**src/rtl/calc_pkg.sv**
```systemverilog
// calc_pkg: shared encodings for the calculator sequencer.
// Holds the FSM state encoding, the op-codes that need divide-by-zero
// protection, the flag bit positions and the settle-counter width.
package calc_pkg;

  // FSM state encoding (legacy-compatible constants)
  typedef logic [1:0] state_t;
  localparam state_t ST_IDLE = 2'd0;
  localparam state_t ST_WAIT = 2'd1;
  localparam state_t ST_RESP = 2'd2;

  // Op-codes whose second operand must be non-zero
  localparam logic [3:0] OP_DIV = 4'b0011;
  localparam logic [3:0] OP_MOD = 4'b0100;

  // Flag bit positions, shared by alu_flags and rsp_flags
  localparam int unsigned FLAG_CARRY  = 32'd0;
  localparam int unsigned FLAG_OVF    = 32'd1;
  localparam int unsigned FLAG_BORROW = 32'd2;
  localparam int unsigned FLAG_DIV0   = 32'd3;

  // Settle counter width; covers the full SETTLE range 1..15
  localparam int unsigned CNT_W = 32'd4;

  // True for the operations that divide by operand 2
  function automatic logic is_div_op(input logic [3:0] op);
    return (op == OP_DIV) || (op == OP_MOD);
  endfunction

endpackage

```
**src/rtl/calc_sequencer_settle.sv**
```systemverilog
// settle_counter: down-counter that times the ALU settle window.
// load has priority over dec; the count saturates at zero. terminal is
// registered and is high exactly while the count equals one.
module settle_counter
  import calc_pkg::*;
#(
  parameter int W = CNT_W
) (
  input  logic         clk,
  input  logic         rst,
  input  logic         load,
  input  logic [W-1:0] load_val,
  input  logic         dec,
  output logic         terminal
);

  localparam logic [W-1:0] CNT_ONE  = {{(W-1){1'b0}}, 1'b1};
  localparam logic [W-1:0] CNT_ZERO = {W{1'b0}};

  logic [W-1:0] count_r;
  logic [W-1:0] count_nxt_s;
  logic         terminal_r;

  // next count: load wins, otherwise decrement without wrapping below zero
  always_comb begin
    count_nxt_s = count_r;
    if (load) begin
      count_nxt_s = load_val;
    end else if (dec && (count_r != CNT_ZERO)) begin
      count_nxt_s = count_r - CNT_ONE;
    end else begin
      count_nxt_s = count_r;
    end
  end

  // count register with its terminal flag registered alongside
  always_ff @(posedge clk) begin
    if (rst) begin
      count_r    <= CNT_ZERO;
      terminal_r <= 1'b0;
    end else begin
      count_r    <= count_nxt_s;
      terminal_r <= (count_nxt_s == CNT_ONE);
    end
  end

  assign terminal = terminal_r;

endmodule

```
**src/rtl/calc_sequencer.sv**
```systemverilog
// calc_sequencer: issues one command at a time to an external ALU, waits
// SETTLE cycles for the result, then holds it as a response until consumed.
// Divide/modulo by zero is trapped here: result forced to 0, flag bit 3 set.
// Optional feature macro: CALC_ACCUM_EN adds an N-bit accumulator that can
// replace operand 1 (selected by cmd_acc); without it cmd_acc is ignored.
module calc_sequencer
  import calc_pkg::*;
#(
  parameter int N      = 4,
  parameter int SETTLE = 2
) (
  input  logic           clk,
  input  logic           rst,
  input  logic           cmd_valid,
  output logic           cmd_ready,
  input  logic [3:0]     cmd_op,
  input  logic [N-1:0]   cmd_a,
  input  logic [N-1:0]   cmd_b,
  input  logic           cmd_acc,
  output logic [3:0]     alu_op,
  output logic [N-1:0]   alu_a,
  output logic [N-1:0]   alu_b,
  input  logic [2*N-1:0] alu_result,
  input  logic [3:0]     alu_flags,
  output logic           rsp_valid,
  input  logic           rsp_ready,
  output logic [2*N-1:0] rsp_result,
  output logic [3:0]     rsp_flags,
  output logic           rsp_zero,
  output logic           busy
);

  localparam logic [CNT_W-1:0] SETTLE_L = CNT_W'(SETTLE);
  localparam logic [N-1:0]     OPND_Z   = {N{1'b0}};
  localparam logic [2*N-1:0]   RES_Z    = {(2*N){1'b0}};

  // FSM and handshake
  state_t         state_r;
  state_t         state_nxt_s;
  logic           cmd_ready_r;
  logic           busy_r;
  logic           cmd_hs_s;
  logic           capture_s;
  logic           settle_done_s;

  // ALU-facing operand registers
  logic [3:0]     alu_op_r;
  logic [N-1:0]   alu_a_r;
  logic [N-1:0]   alu_b_r;
  logic [N-1:0]   op1_s;

  // Response path
  logic           rsp_valid_r;
  logic [2*N-1:0] rsp_result_r;
  logic [3:0]     rsp_flags_r;
  logic           rsp_zero_r;
  logic [2*N-1:0] cap_result_s;
  logic [3:0]     cap_flags_s;
  logic           div0_s;

  // Inputs deliberately left without a consumer in some builds
  logic           unused_s;

  assign cmd_hs_s  = cmd_valid && (state_r == ST_IDLE);
  assign capture_s = (state_r == ST_WAIT) && settle_done_s;

  // Settle timer: loaded with SETTLE on a handshake, counts down in WAIT
  settle_counter #(
    .W (CNT_W)
  ) u_settle (
    .clk      (clk),
    .rst      (rst),
    .load     (cmd_hs_s),
    .load_val (SETTLE_L),
    .dec      (state_r == ST_WAIT),
    .terminal (settle_done_s)
  );

`ifdef CALC_ACCUM_EN
  logic [N-1:0] acc_r;

  // accumulator follows the low half of every consumed response
  always_ff @(posedge clk) begin
    if (rst) begin
      acc_r <= OPND_Z;
    end else if ((state_r == ST_RESP) && rsp_ready) begin
      acc_r <= rsp_result_r[N-1:0];
    end else begin
      acc_r <= acc_r;
    end
  end

  assign op1_s    = cmd_acc ? acc_r : cmd_a;
  assign unused_s = alu_flags[FLAG_DIV0];
`else
  assign op1_s    = cmd_a;
  assign unused_s = ^{cmd_acc, alu_flags[FLAG_DIV0]};
`endif

  // next-state decode; commands offered outside IDLE have no effect
  always_comb begin
    state_nxt_s = state_r;
    case (state_r)
      ST_IDLE: begin
        if (cmd_hs_s) begin
          state_nxt_s = ST_WAIT;
        end else begin
          state_nxt_s = ST_IDLE;
        end
      end
      ST_WAIT: begin
        if (settle_done_s) begin
          state_nxt_s = ST_RESP;
        end else begin
          state_nxt_s = ST_WAIT;
        end
      end
      ST_RESP: begin
        if (rsp_ready) begin
          state_nxt_s = ST_IDLE;
        end else begin
          state_nxt_s = ST_RESP;
        end
      end
      default: begin
        state_nxt_s = ST_IDLE;
      end
    endcase
  end

  // state register plus status outputs registered from the next state
  always_ff @(posedge clk) begin
    if (rst) begin
      state_r     <= ST_IDLE;
      cmd_ready_r <= 1'b1;
      busy_r      <= 1'b0;
      rsp_valid_r <= 1'b0;
    end else begin
      state_r     <= state_nxt_s;
      cmd_ready_r <= (state_nxt_s == ST_IDLE);
      busy_r      <= (state_nxt_s != ST_IDLE);
      rsp_valid_r <= (state_nxt_s == ST_RESP);
    end
  end

  // operand registers: loaded on a handshake, held until the next one
  always_ff @(posedge clk) begin
    if (rst) begin
      alu_op_r <= 4'b0000;
      alu_a_r  <= OPND_Z;
      alu_b_r  <= OPND_Z;
    end else if (cmd_hs_s) begin
      alu_op_r <= cmd_op;
      alu_a_r  <= op1_s;
      alu_b_r  <= cmd_b;
    end else begin
      alu_op_r <= alu_op_r;
      alu_a_r  <= alu_a_r;
      alu_b_r  <= alu_b_r;
    end
  end

  assign div0_s = is_div_op(alu_op_r) && (alu_b_r == OPND_Z);

  // value to capture: divide-by-zero overrides whatever the ALU reports
  always_comb begin
    cap_result_s = alu_result;
    cap_flags_s  = 4'b0000;
    if (div0_s) begin
      cap_result_s           = RES_Z;
      cap_flags_s            = 4'b0000;
      cap_flags_s[FLAG_DIV0] = 1'b1;
    end else begin
      cap_result_s             = alu_result;
      cap_flags_s              = 4'b0000;
      cap_flags_s[FLAG_CARRY]  = alu_flags[FLAG_CARRY];
      cap_flags_s[FLAG_OVF]    = alu_flags[FLAG_OVF];
      cap_flags_s[FLAG_BORROW] = alu_flags[FLAG_BORROW];
    end
  end

  // response registers: written only at the end of the settle window
  always_ff @(posedge clk) begin
    if (rst) begin
      rsp_result_r <= RES_Z;
      rsp_flags_r  <= 4'b0000;
      rsp_zero_r   <= 1'b1;
    end else if (capture_s) begin
      rsp_result_r <= cap_result_s;
      rsp_flags_r  <= cap_flags_s;
      rsp_zero_r   <= (cap_result_s == RES_Z);
    end else begin
      rsp_result_r <= rsp_result_r;
      rsp_flags_r  <= rsp_flags_r;
      rsp_zero_r   <= rsp_zero_r;
    end
  end

  assign cmd_ready  = cmd_ready_r;
  assign busy       = busy_r;
  assign alu_op     = alu_op_r;
  assign alu_a      = alu_a_r;
  assign alu_b      = alu_b_r;
  assign rsp_valid  = rsp_valid_r;
  assign rsp_result = rsp_result_r;
  assign rsp_flags  = rsp_flags_r;
  assign rsp_zero   = rsp_zero_r;

endmodule

```
**config.mk**
```make
export PLATFORM = sky130hd
export DESIGN_NAME = calc_sequencer
export DESIGN_NICKNAME = d
export VERILOG_FILES = /design/src/rtl/calc_pkg.sv /design/src/rtl/calc_sequencer_settle.sv /design/src/rtl/calc_sequencer.sv
export SDC_FILE = /design/constraint.sdc
export NUM_CORES = 1
export LEC_CHECK = 0
export CORE_ASPECT_RATIO = 0.7
export CORE_UTILIZATION = 25
export CTS_BUF_LIST = sky130_fd_sc_hd__clkbuf_4
export CTS_CLUSTER_SIZE = 12
export DETAILED_ROUTE_END_ITERATION = 16
export HOLD_SLACK_MARGIN = 0.15
export PLACE_DENSITY = 0.5
export SETUP_SLACK_MARGIN = 0.02
export SLEW_MARGIN = 20
export SYNTH_ARGS = -nofsm -noshare
export SYNTH_HDL_FRONTEND = slang
export SYNTH_HIERARCHICAL = 1
export SYNTH_SLANG_ARGS = --single-unit
```
**constraint.sdc**
```tcl
create_clock -name clk -period 1.67 [get_ports clk]
set_clock_uncertainty 0.15 [all_clocks]
set_input_delay 0.2505 -clock clk [delete_from_list [all_inputs] [get_ports clk]]
set_output_delay 0.2505 -clock clk [all_outputs]
set_load 0.1 [all_outputs]
```
==> Word-level counts from Yosys, hierarchy flattened <==
Cells that the tools add are included.
{ "word_totals": {"regBits": 35, "latchBits": 0, "ramBits": 0, "romBits": 0, "inputBits": 29, "output_inout_bits": 28, "word_cells": 38, "mem_count": 0} }
{ "classes": {"addsub": 1, "n_mul": 0, "div": 0, "n_lt_le_gt_ge": 0, "n_eq_ne": 6, "shifts": 0, "mux": 8, "bitwise": 0, "reduce_logical": 11} }
{ "ops": {"columns": ["cell", "n"], "rows": [
  ["4-bit 2-to-1 mux", 3],
  ["8-bit zero test", 1],
  ["8-bit 2-to-1 mux", 1],
  ["2-bit case mux with 3 select lines", 1],
  ["2-bit == test, second input constant", 2],
  ["4-bit by 1-bit == test with 1-bit output, second input constant", 1],
  ["4-bit by 2-bit == test with 1-bit output, second input constant", 1],
  ["4-bit by 3-bit == test with 1-bit output, second input constant", 1],
  ["1-bit logical AND", 4],
  ["2-bit zero test", 2],
  ["4-bit zero test", 1],
  ["2-bit 2-to-1 mux", 2],
  ["4-bit nonzero test", 1],
  ["4-bit by 1-bit subtractor with 4-bit output, second input constant", 1],
  ["2-bit by 1-bit == test with 1-bit output, second input constant", 1],
  ["2-bit nonzero test", 1],
  ["1-bit logical OR", 1],
  ["1-bit 2-to-1 mux", 1]
]} }

==> Depth between registers and ports, before layout <==
{ "depth": {"word_depth": 5, "depth_mapped": 6, "depth_no_buf": 6} }

==> Hierarchy <==
The synthesis kept the hierarchy.
{ "by_module_without_submodules": {"columns": ["mod", "instances", "cells_per_inst", "area_per_inst_um2", "seq_area_each_um2"], "rows": [
  ["calc_sequencer", 1, 100, 1111.1, 600.6],
  ["settle_counter", 1, 35, 310.3, 100.1]
]} }

==> Least setup slack after synthesis <==
No wires, ideal clock.
{ "synth_path": {"path_type": "register to register", "startpoint": "reg alu_op_r[2], in the netlist alu_op[2]", "endpoint": "reg rsp_flags_r[0], in the netlist rsp_flags[0]", "arrival_time_ns": 1.795, "t_required_ns": 1.401, "setup_slack_ns": -0.394, "stages_incl_launch_ff": 5, "path_buffers": 1, "synth_period_minus_slack_ns": 2.064, "cell_sequence": "dfxtp_1 > nor3b_1 > o211ai_2 > buf_2 > a32o_1"} }
{ "synth_between": {"elab_chain_len": 4, "elab_cells_between_ends": 5, "cone_classes": "eq/ne (2); mux (1); reduce/logical (2)"} }
{ "synth_lines": {"columns": ["item", "line_no", "rtl"], "rows": [
  ["start, declared", "calc_sequencer.sv:47", "logic [3:0] alu_op_r;"],
  ["start signal, assigned", "calc_sequencer.sv:153", "alu_op_r <= cmd_op;"],
  ["start signal, assigned", "calc_sequencer.sv:157", "alu_op_r <= alu_op_r;"],
  ["4-bit by 2-bit == test with 1-bit output or 4-bit by 3-bit == test with 1-bit output (tied branches)", "calc_pkg.sv:27", "return (op == OP_DIV) || (op == OP_MOD);"],
  ["1-bit logical OR (*)", "calc_pkg.sv:27", null],
  ["1-bit logical AND (*)", "calc_sequencer.sv:163", "assign div0_s = is_div_op(alu_op_r) && (alu_b_r == OPND_Z);"],
  ["4-bit 2-to-1 mux (*)", "calc_sequencer.sv:169", "if (div0_s) begin"],
  ["end signal, assigned", "calc_sequencer.sv:190", "rsp_flags_r <= cap_flags_s;"],
  ["end signal, assigned", "calc_sequencer.sv:194", "rsp_flags_r <= rsp_flags_r;"],
  ["end, declared", "calc_sequencer.sv:55", "logic [3:0] rsp_flags_r;"]
]} }
Mark *: on every way between the ends. The rest lies on a longest branch, timed or not.
A chain may end at the register's enable or synchronous reset.

==> Worst setup path in the final report <==
{ "layout_path": {"startpoint": "reg state_r[1]", "endpoint": "reg u_settle.terminal_r, in the netlist u_settle/terminal"} }
{ "layout_between": {"elab_chain_len": 5, "elab_cells_between_ends": 7, "cone_classes": "eq/ne (2); mux (2); reduce/logical (3)"} }
{ "layout_lines": {"columns": ["item", "line_no", "rtl"], "rows": [
  ["start, declared", "calc_sequencer.sv:38", "state_t state_r;"],
  ["start signal, assigned", "calc_sequencer.sv:139", "state_r <= state_nxt_s;"],
  ["2-bit by 1-bit == test with 1-bit output", "calc_sequencer.sv:75", ".dec (state_r == ST_WAIT),"],
  ["1-bit logical AND", "calc_sequencer_settle.sv:29", "end else if (dec && (count_r != CNT_ZERO)) begin"],
  ["4-bit 2-to-1 mux", "calc_sequencer_settle.sv:29", null],
  ["4-bit 2-to-1 mux (*)", "calc_sequencer_settle.sv:27", "if (load) begin"],
  ["4-bit by 1-bit == test with 1-bit output (*)", "calc_sequencer_settle.sv:43", "terminal_r <= (count_nxt_s == CNT_ONE);"],
  ["end signal, assigned", "calc_sequencer_settle.sv:43", null],
  ["end, declared", "calc_sequencer_settle.sv:22", "logic terminal_r;"]
]} }
Marked as above.

==> impl_metrics.yaml <==
status:
  status: "complete, no violations"
setup_path:
  required_ps: 1740
  critPathKind: "register to register"
  end_kind: "register"
  crit_path_start_kind: "register"
  arrival_ps: 1690
  cp_max_fo: 4
timing:
  rsz0062_at_grt: "yes"
  final-hold-violation-count: 0
  finalSetupViolations: 0
  fin_crit_sh: 0.969
  fmax_mhz: 618
  slew_headroom: 0.626
  worstMarginPinSlew_ps: 561
  period_needed_ps: 1620
  maxSlewViolCount: 0
global_route:
  track_usage: 0.131
  first_global_vias: 1265
  grt_pass1_wl_um: 6090
  grt_max_degree: 14
  grt_overflow: 0
  antenna_found_initial: 0
synth:
  synthesis.area_sq_um: 1420
  yosys-top-cells-area: "dfxtp_1 (49%), mux2i_1 (8.5%), a32o_1 (7.7%)"
  synth.distinct_cells: 38
  synth_mux_area_frac: 0.0845
  ys.warnings.count: 6
  synth_flop_cell: "dfxtp_1"
  synth_adder_area_share: 0.00880
  synth_top_area_frac: 0.493
  ys_seq_area_frac: 0.493
  synth_largest_area_cell: "dfxtp_1"
  yosysMostFrequentCell: "dfxtp_1"
  yosys.area_share.simple: 0.176
  synthArstFlopShare: 0
  synth-compound-area-share: 0.181
  synth_edf_count: 0
  ys_ff_latch: 35
  synth_cells: 135
  synth-xor-area-share: 0
  synth_common_cells: "dfxtp_1 (35), nor2_1 (17), mux2i_1 (12), a32o_1 (11), inv_1 (7)"
  synth_top_family_by_area: "compound AO/OA/AOI/OAI gates"
  avgSynthCellArea_sq_um: 10.5
cts:
  cts_buffers: 5
  cts_sinks: 35
  clk_transition_reported_paths_ps: 110
  cts_max_level: 2
  cts_tree: "yes"
  clk_path_buf_depth: 2
  postCtsHoldBufs: 0
  clock_latency_ps: 340
  root_buffer: "clkbuf_4"
placement:
  gp_congestion: 0.799
  numPortBuffers: 54
  hpwl_um: 2850
  placement.cell_area_sq_um: 2440
drt:
  drt-total-wl_um: 3690
  wirelength_met1_um: 1770
  num_vias: 1281
  routed-wl-met2_um: 1700
  drt_first_iter_violations: 35
  avgRoutedWirePerCell_um: 13.1
  route.detailed.drc: 0
  first_pass_iters: 4
  wl_met3_um: 152
  highest_layer: "met4"
  via_per_inst: 4.54
  ant_nets: 0
floorplan:
  dieArea_sq_um: 6000
  die_h_um: 65.1
  core_sq_um: 5370
  io_pins: 57
  dieWidth_um: 92.1
  row_count: 22
  initial_utilization: 0.265
final_layout:
  antenna_cells: 0
  drive_gt1_frac: 0.390
  postLayoutCellArea_sq_um: 2560
  nets: 239
  area_growth_pct: 80.4
pwr:
  power.total_uw: 2090
  peakVddDrop_mv: 0.244
  power_density_nw_per_um2: 817
  leakagePower_uw: 0.00101
hold_path:
  hp-class: "input port to register"
flow_run:
  maxCapViolCount: 0
-- per-stage QoR --
step | setup WS (ps) | instances | TNS (ps) | util | hold slack (ps)
finish | 51.0 | 282 | 0 | 0.478 | 366
global route | -8.60 | 282 | -8.60 | 0.478 | 367
CTS | 21.7 | 281 | 0 | 0.468 | 349
detailed placement | -242 | 273 | -2920 | 0.454 | 353
global placement | -253 | 273 | -2850 | 0.454 | 346
floorplan | 23.1 | 138 | 0 | - | 170
-- routing by layer --
metal | up-vias | global-route usage
li1 | 634 | -
met1 | 615 | 0.176
met2 | 23 | 0.193
met3 | 9 | 0.0364
met4 | 0 | 0.0645
met5 | - | 0
-- cell type report --
class	count	area, sq um
clock buffers	6	45.0
clock inverters	2	8.76
fillers	497	2800
inverters	7	26.3
multi-input cells	89	708
flip-flops and latches	35	726
well taps	72	90.1
repair buffers	71	960
-- cells by family (layout without fill, tap and decap cells) --
logic type      after synthesis  count (layout)
mux                          12              12
buf+inv                      14              86
simple gates                 41              41
fa+ha+maj                     1               1
compound gates               30              30
flops                        35              35
other cells                   2               5
-- registers in the layout (all words and copies together) (netlist names) --
| name | cells |
|---|---|
| alu_b | 4 |
| rsp_result | 8 |
| busy | 1 |
| alu_a | 4 |
| cmd_ready | 1 |
| rsp_flags | 4 |
| state_r | 2 |
| u_settle/count_r | 4 |
| rsp_valid | 1 |
| rsp_zero | 1 |
| u_settle/terminal | 1 |
| alu_op | 4 |
-- cells in the final DEF (no fill, tap or decap), types with 4 or more instances in the layout --
cell type        Yosys  layout
dfxtp_4              0       4
clkdlybuf4s50_1      0      26
a32o_1              11      11
buf_12               0      28
inv_1                7       6
a21oi_1              6       5
mux2i_1             12      12
nor3_1               4       4
nor2_1              17      17
dfxtp_2              0       8
nand2_1              4       4
conb_1               2       5
clkbuf_4             0       6
buf_4                1      14
dfxtp_1             35      23
-- what timing repair did --
action                                  in CTS  in global routing
cloned                                       0                  0
endpoints found under the setup margin       1                 13
pin swaps                                    4                  5
setup buffers                                0                  1
gates resized for setup                      6                 10
-- report_power, final --
part           leakage [uW]  switching (uW)  total, uW  internal, uW
registers          0.000292            54.9        938           884
logic              0.000687             388        708           320
clock network     0.0000331             273        448           174
total               0.00101             716       2090          1380
-- final timing paths --
| check | from | to | slack (ps) | cells after the start |
|---|---|---|---|---|
| max reg2reg | state_r[1] | u_settle/terminal | 50 | 5 |
| min | cmd_op[1] | alu_op[1] | 370 | 3 |
| min reg2reg | rsp_flags[3] | rsp_flags[3] | 370 | 1 |
| max | state_r[1] | u_settle/terminal | 50 | 5 |
-- worst max-delay path, cell delays in order (launching register included) --
cell     delay [ps]
dfxtp_2         330
and2b_4         260
inv_1            80
or3_4           390
a32oi_2         220
nor3b_2          70
(Power assumes the default switching activity.)
==> RTL edit 1 (same flow settings) <==
The option `CALC_ACCUM_EN` is turned on by a define.
--- a/src/rtl/calc_sequencer.sv
+++ b/src/rtl/calc_sequencer.sv
@@ -3,6 +3,8 @@
 // Divide/modulo by zero is trapped here: result forced to 0, flag bit 3 set.
 // Optional feature macro: CALC_ACCUM_EN adds an N-bit accumulator that can
 // replace operand 1 (selected by cmd_acc); without it cmd_acc is ignored.
+`define CALC_ACCUM_EN
+
 module calc_sequencer
   import calc_pkg::*;
 #(
Formal check against the unedited RTL: not equivalent (Yosys sat finds a counterexample within 4 cycles, from zero or initial values and one cycle with rst high).
==> RTL edit 1 against the original RTL <==
Synthesized cell count is 13% higher; setup slack better by 0.019 ns; synthesized area is 16% higher; routed wire length is 13% higher; core utilization is 3.1 points lower; final cell count is 8.9% higher; critical path depth stayed put; non-clock buffer count is 3 higher; die area is 16% higher; final area is 10% higher; total power is 16% higher; sequential cell count is 4 higher; sequential power is 11% higher; highest routed layer unchanged.
==> RTL edit 1: results (changes against the original RTL) <==
result of the run=completed; detailed-placement wirelength estimate=3120 µm (+9.7%); first-pass GRT wire length=6580 µm (+8.2%); post-synthesis xor/xnor area fraction=0% (unchanged); number of input and output port buffers inserted=55 (+1.9%); cell area reported after detailed placement=0.00268 mm² (+9.9%); maximum fanout encountered on the critical timing path=6 (+2); stage delay of the slowest cell on the critical path=0.39 ns (about the same); fraction of synthesized area in multiplexers=9.71% (+1.3 points); final setup violation count=0 (unchanged); sequential share of the synthesized area=47.3% (-2.0 points); number of antenna violations at the first check in global routing=0 (unchanged); post-place setup slack=-0.240 ns (+0.00204 ns); switching component of the power=0.000790 W (+10%); total number of nets in the final design=258 (+7.9%); Flop pwr share=42.8% (-2.0 points); leakage component of the power=1.13 nW (+11%); top area cells in the synthesized netlist=sky130_fd_sc_hd__dfxtp_1, sky130_fd_sc_hd__mux2i_1, sky130_fd_sc_hd__a32o_1; total iterations of the first detailed-routing run=4 (unchanged); commonest cells in the netlist=sky130_fd_sc_hd__dfxtp_1, sky130_fd_sc_hd__mux2i_1, sky130_fd_sc_hd__nor2_1; Distinct cells, synth=41 (+7.9%); Final GP Congestion=0.730 (-8.6%); proportion of layout cells with a drive suffix above 1=41.0% (+2.0 points); master cell of the clock root buffer=sky130_fd_sc_hd__clkbuf_4; number of fill cells in the layout=596 (+20%); library cell contributing the largest single delay on the critical path=sky130_fd_sc_hd__or3_4; maximum VDD drop=350 µV (+43%); cell-internal power=0.00163 W (+18%); synthesized-area fraction occupied by adder cells=0.759% (-0.12 points); power of the clock network=0.000624 W (+39%); Clk pin slew, worst setup/hold paths=0.14 ns (+0.03 ns); total wire length after detailed routing=4160 µm (+13%); # diodes=0 (unchanged); initial detailed-routing violation count=39 (+11%); prevailing post-synth register cell=sky130_fd_sc_hd__dfxtp_1; TritonCTS buffer count=5 (unchanged); synthesized-area fraction occupied by ao, oa, aoi and oai cells=18.4% (+0.30 points); via count=1404 (+9.6%); vias in the first global route=1332 (+5.3%); all-layer global routing usage=12.4% (-0.76 points); CP Data Arrival Time=1.72 ns (+0.03 ns); count of warnings emitted by yosys=6 (unchanged); largest net degree at the start of global routing=22 (+8); max_slew headroom=60.5% (-2.1 points)
RTL edit 1: cell types whose count changed in the layout (fill, tap and decap cells not counted), sizes merged, moves of 2 or more:
cell    before  now
a211oi       1    5
dfxtp       35   39
nor2        18   21
mux2i       12   16
buf         45   47
RTL edit 1: layout make-up:
class	instances	area [µm²]	share of cell area [%]
clock inverter	3	38.8	1.38
timing repair buffer	74	993	35.2
tap	78	97.6	3.46
clock buffer	5	37.5	1.33
sequential	39	802	28.5
multi-input combinational	100	820	29.1
inverter	8	30.0	1.07
RTL edit 1: final timing paths:
path	startpoint	to	slack (ns)
worst min-delay path	cmd_op[3]	alu_op[3]	0.36
worst max register to register	state_r[1]	u_settle/count_r[1]	0.07
worst max-delay path	state_r[1]	u_settle/count_r[1]	0.07
worst min register to register	rsp_flags[3]	rsp_flags[3]	0.36
RTL edit 1: cells by family (layout without fill, tap and decap cells):
group / count (synthesis) / in the layout
adder cells (fa/ha/maj): 1 / 1
AND/OR/NAND/NOR: 45 / 45
flip-flops: 39 / 39
buffers and inverters: 17 / 90
multiplexers: 16 / 16
AO/OA/AOI/OAI: 33 / 33
other: 2 / 5
RTL edit 1: repair_timing:
item / in CTS / in global routing
buffers inserted: 0 / 2
pin swaps: 4 / 4
setup endpoints to repair: 2 / 10
gates resized for setup: 4 / 10
RTL edit 1: per-stage QoR:
stage / setup TNS [ns] / cells
after detailed placement: -3.32 / 297
after global placement: -3.38 / 297
after floorplan: 0 / 156
after global routing: -0.00483 / 307
after CTS: 0 / 305
final: 0 / 307
RTL edit 1: routing by layer:
metal  track usage, %  wire (µm)  vias up
met4             3.92         25        0
li1                 -          -      703
met3             5.61        339        2
met5                0          0        -
met1             17.7       2160      659
met2             16.2       1640       40
==> RTL edit 2 (same flow settings) <==
Without the edit above. Put one more register stage on the output `rsp_flags`, with the module's reset. The value now appears one clock later. The other outputs are not delayed to match.
--- a/src/rtl/calc_sequencer.sv
+++ b/src/rtl/calc_sequencer.sv
@@ -203,7 +203,13 @@
   assign alu_b      = alu_b_r;
   assign rsp_valid  = rsp_valid_r;
   assign rsp_result = rsp_result_r;
-  assign rsp_flags  = rsp_flags_r;
+  always_ff @(posedge clk) begin
+    if (rst) begin
+      rsp_flags <= '0;
+    end else begin
+      rsp_flags <= rsp_flags_r;
+    end
+  end
   assign rsp_zero   = rsp_zero_r;
 
 endmodule
Function: changed (a bounded check fails within 4 cycles, from zero or initial values and one cycle with rst high).
==> RTL edit 2 against the original RTL <==
The run now ends with DRC left; synthesized area grew 14%; routed wire length grew 3.7%; sequential cell count grew 4; final cell count grew 12%; final area grew 10%; total power grew 6.7%; setup slack lost 0.030 ns; critical path type unchanged; critical endpoint is now rsp_result[3]; largest power group unchanged.
==> RTL edit 2: results (changes against the original RTL) <==
number of standard cells in the layout, taps in and fillers out=315 (+12%); vias in the first global route=1341 (+6.0%); detailed-placement wirelength estimate=2810 µm (-1.2%); proportion of layout cells with a drive suffix above 1=34.6% (-4.4 points); first-pass GRT wire length=6480 µm (+6.5%); number of input and output port buffers inserted=54 (unchanged); routed wirelength normalized by instance count=12.2 µm (-7.1%); CP Data Arrival Time=1.73 ns (+0.04 ns); total iterations of the first detailed-routing run=10 (+6); residual DRC count=1 (+1); sequential share of the synthesized area=48.3% (-0.96 points); # diodes=0 (unchanged); count of warnings emitted by yosys=6 (unchanged); prevailing post-synth register cell=sky130_fd_sc_hd__dfxtp_1; Async SR Flop Fraction=0% (unchanged); commonest cells in the netlist=sky130_fd_sc_hd__dfxtp_1, sky130_fd_sc_hd__inv_1, sky130_fd_sc_hd__nor2_1; all-layer global routing usage=12.3% (-0.85 points); worst hold-check slack=0.316 ns (-0.0498 ns); top area cells in the synthesized netlist=sky130_fd_sc_hd__dfxtp_1, sky130_fd_sc_hd__mux2i_1, sky130_fd_sc_hd__o41ai_1; final hold violation count=0 (unchanged); total number of nets in the final design=266 (+11%); placed insts=307 (+12%); clock latency on the worst-skew pair=0.33 ns; final critical path time including I/O delays and setup=1.65 ns (+0.0303 ns); master cell of the clock root buffer=sky130_fd_sc_hd__clkbuf_4; crit path capture=rsp_result[3]; via count=1374 (+7.3%); Clk pin slew, worst setup/hold paths=0.12 ns; maximum VDD drop=387 µV (+58%); largest buffer count on any clock path=2 (unchanged); critical path startpoint category=register; Final GP Congestion=0.708 (-11%); initial detailed-routing violation count=26 (-26%); Worst Hold End=rsp_flags_r[1]; Distinct cells, synth=36 (-5.3%); leakage component of the power=1.15 nW (+13%); deepest level of the CTS H-tree=2 (unchanged); cell area reported after detailed placement=0.00270 mm² (+11%); post-place setup slack=-0.206 ns (+0.0361 ns); result of the run=finished with violations; gate count after technology mapping=164 (+21%); number of antenna violations at the first check in global routing=0 (unchanged); startpoint of the most critical hold path=alu_flags[1]; source of the worst register-to-register timing path=alu_b[3]; flip-flop count of the largest register after layout=8 (unchanged); largest net degree at the start of global routing=29 (+15); TritonCTS buffer count=5 (unchanged); maximum fanout encountered on the critical timing path=13 (+9); FF-to-FF path depth=4 (-1); setup slack of the most critical reg-to-reg path=0.02 ns (-0.03 ns); violations in the final reports=DRC
-- RTL edit 2: critical path, stage by stage, from the launching register on --
cell                       delay [ns]
sky130_fd_sc_hd__dfxtp_4         0.38
sky130_fd_sc_hd__or4_4           0.54
sky130_fd_sc_hd__a211oi_4        0.21
sky130_fd_sc_hd__buf_12          0.18
sky130_fd_sc_hd__o41ai_2         0.08
-- RTL edit 2: area by class of cell --
class | instances | area (µm²)
clock inverters | 2 | 7.51
well taps | 78 | 97.6
multi-input cells | 101 | 808
fillers | 599 | 3420
repair buffers | 71 | 993
clock buffers | 6 | 45.0
inverters | 18 | 67.6
flip-flops and latches | 39 | 808
-- RTL edit 2: through the flow --
step	total power (W)	util, %
5_1_grt	0.00235	45.3
2_1_floorplan	0.00145	-
6_report	0.00223	45.3
3_3_place_gp	0.00174	43.2
4_1_cts	0.00225	44.8
3_5_place_dp	0.00174	43.2
-- RTL edit 2: kinds of logic after synthesis --
kind of cell	after synthesis	synth area share [%]
buffers and inverters	27	7.05
and+or+nand+nor	53	20.0
adders and majority gates	1	0.774
DFF	39	48.3
AOI/OAI and AO/OA	30	16.0
muxes	12	7.44
other	2	0.465
-- RTL edit 2: metal layers --
layer / part of all wire, % / global-route usage [%] / vias to the layer above
met1: 50 / 16.6 / 615
met5: 0 / 0 / -
met2: 39 / 16.2 / 38
li1: - / - / 717
met4: 0.99 / 4.55 / 0
met3: 9.8 / 6.55 / 4
-- RTL edit 2: repair_timing --
| action | 4_1_cts | 5_1_grt |
|---|---|---|
| setup endpoints to repair | 2 | 21 |
| resized for setup | 10 | 6 |
| pin swaps | 5 | 1 |
-- RTL edit 2: report_power, final --
group	internal (W)	switching (W)	total (W)
registers	0.000979	0.0000523	0.00103
logic	0.000336	0.000395	0.000731
clock network	0.000173	0.000298	0.000471
total	0.00149	0.000745	0.00223
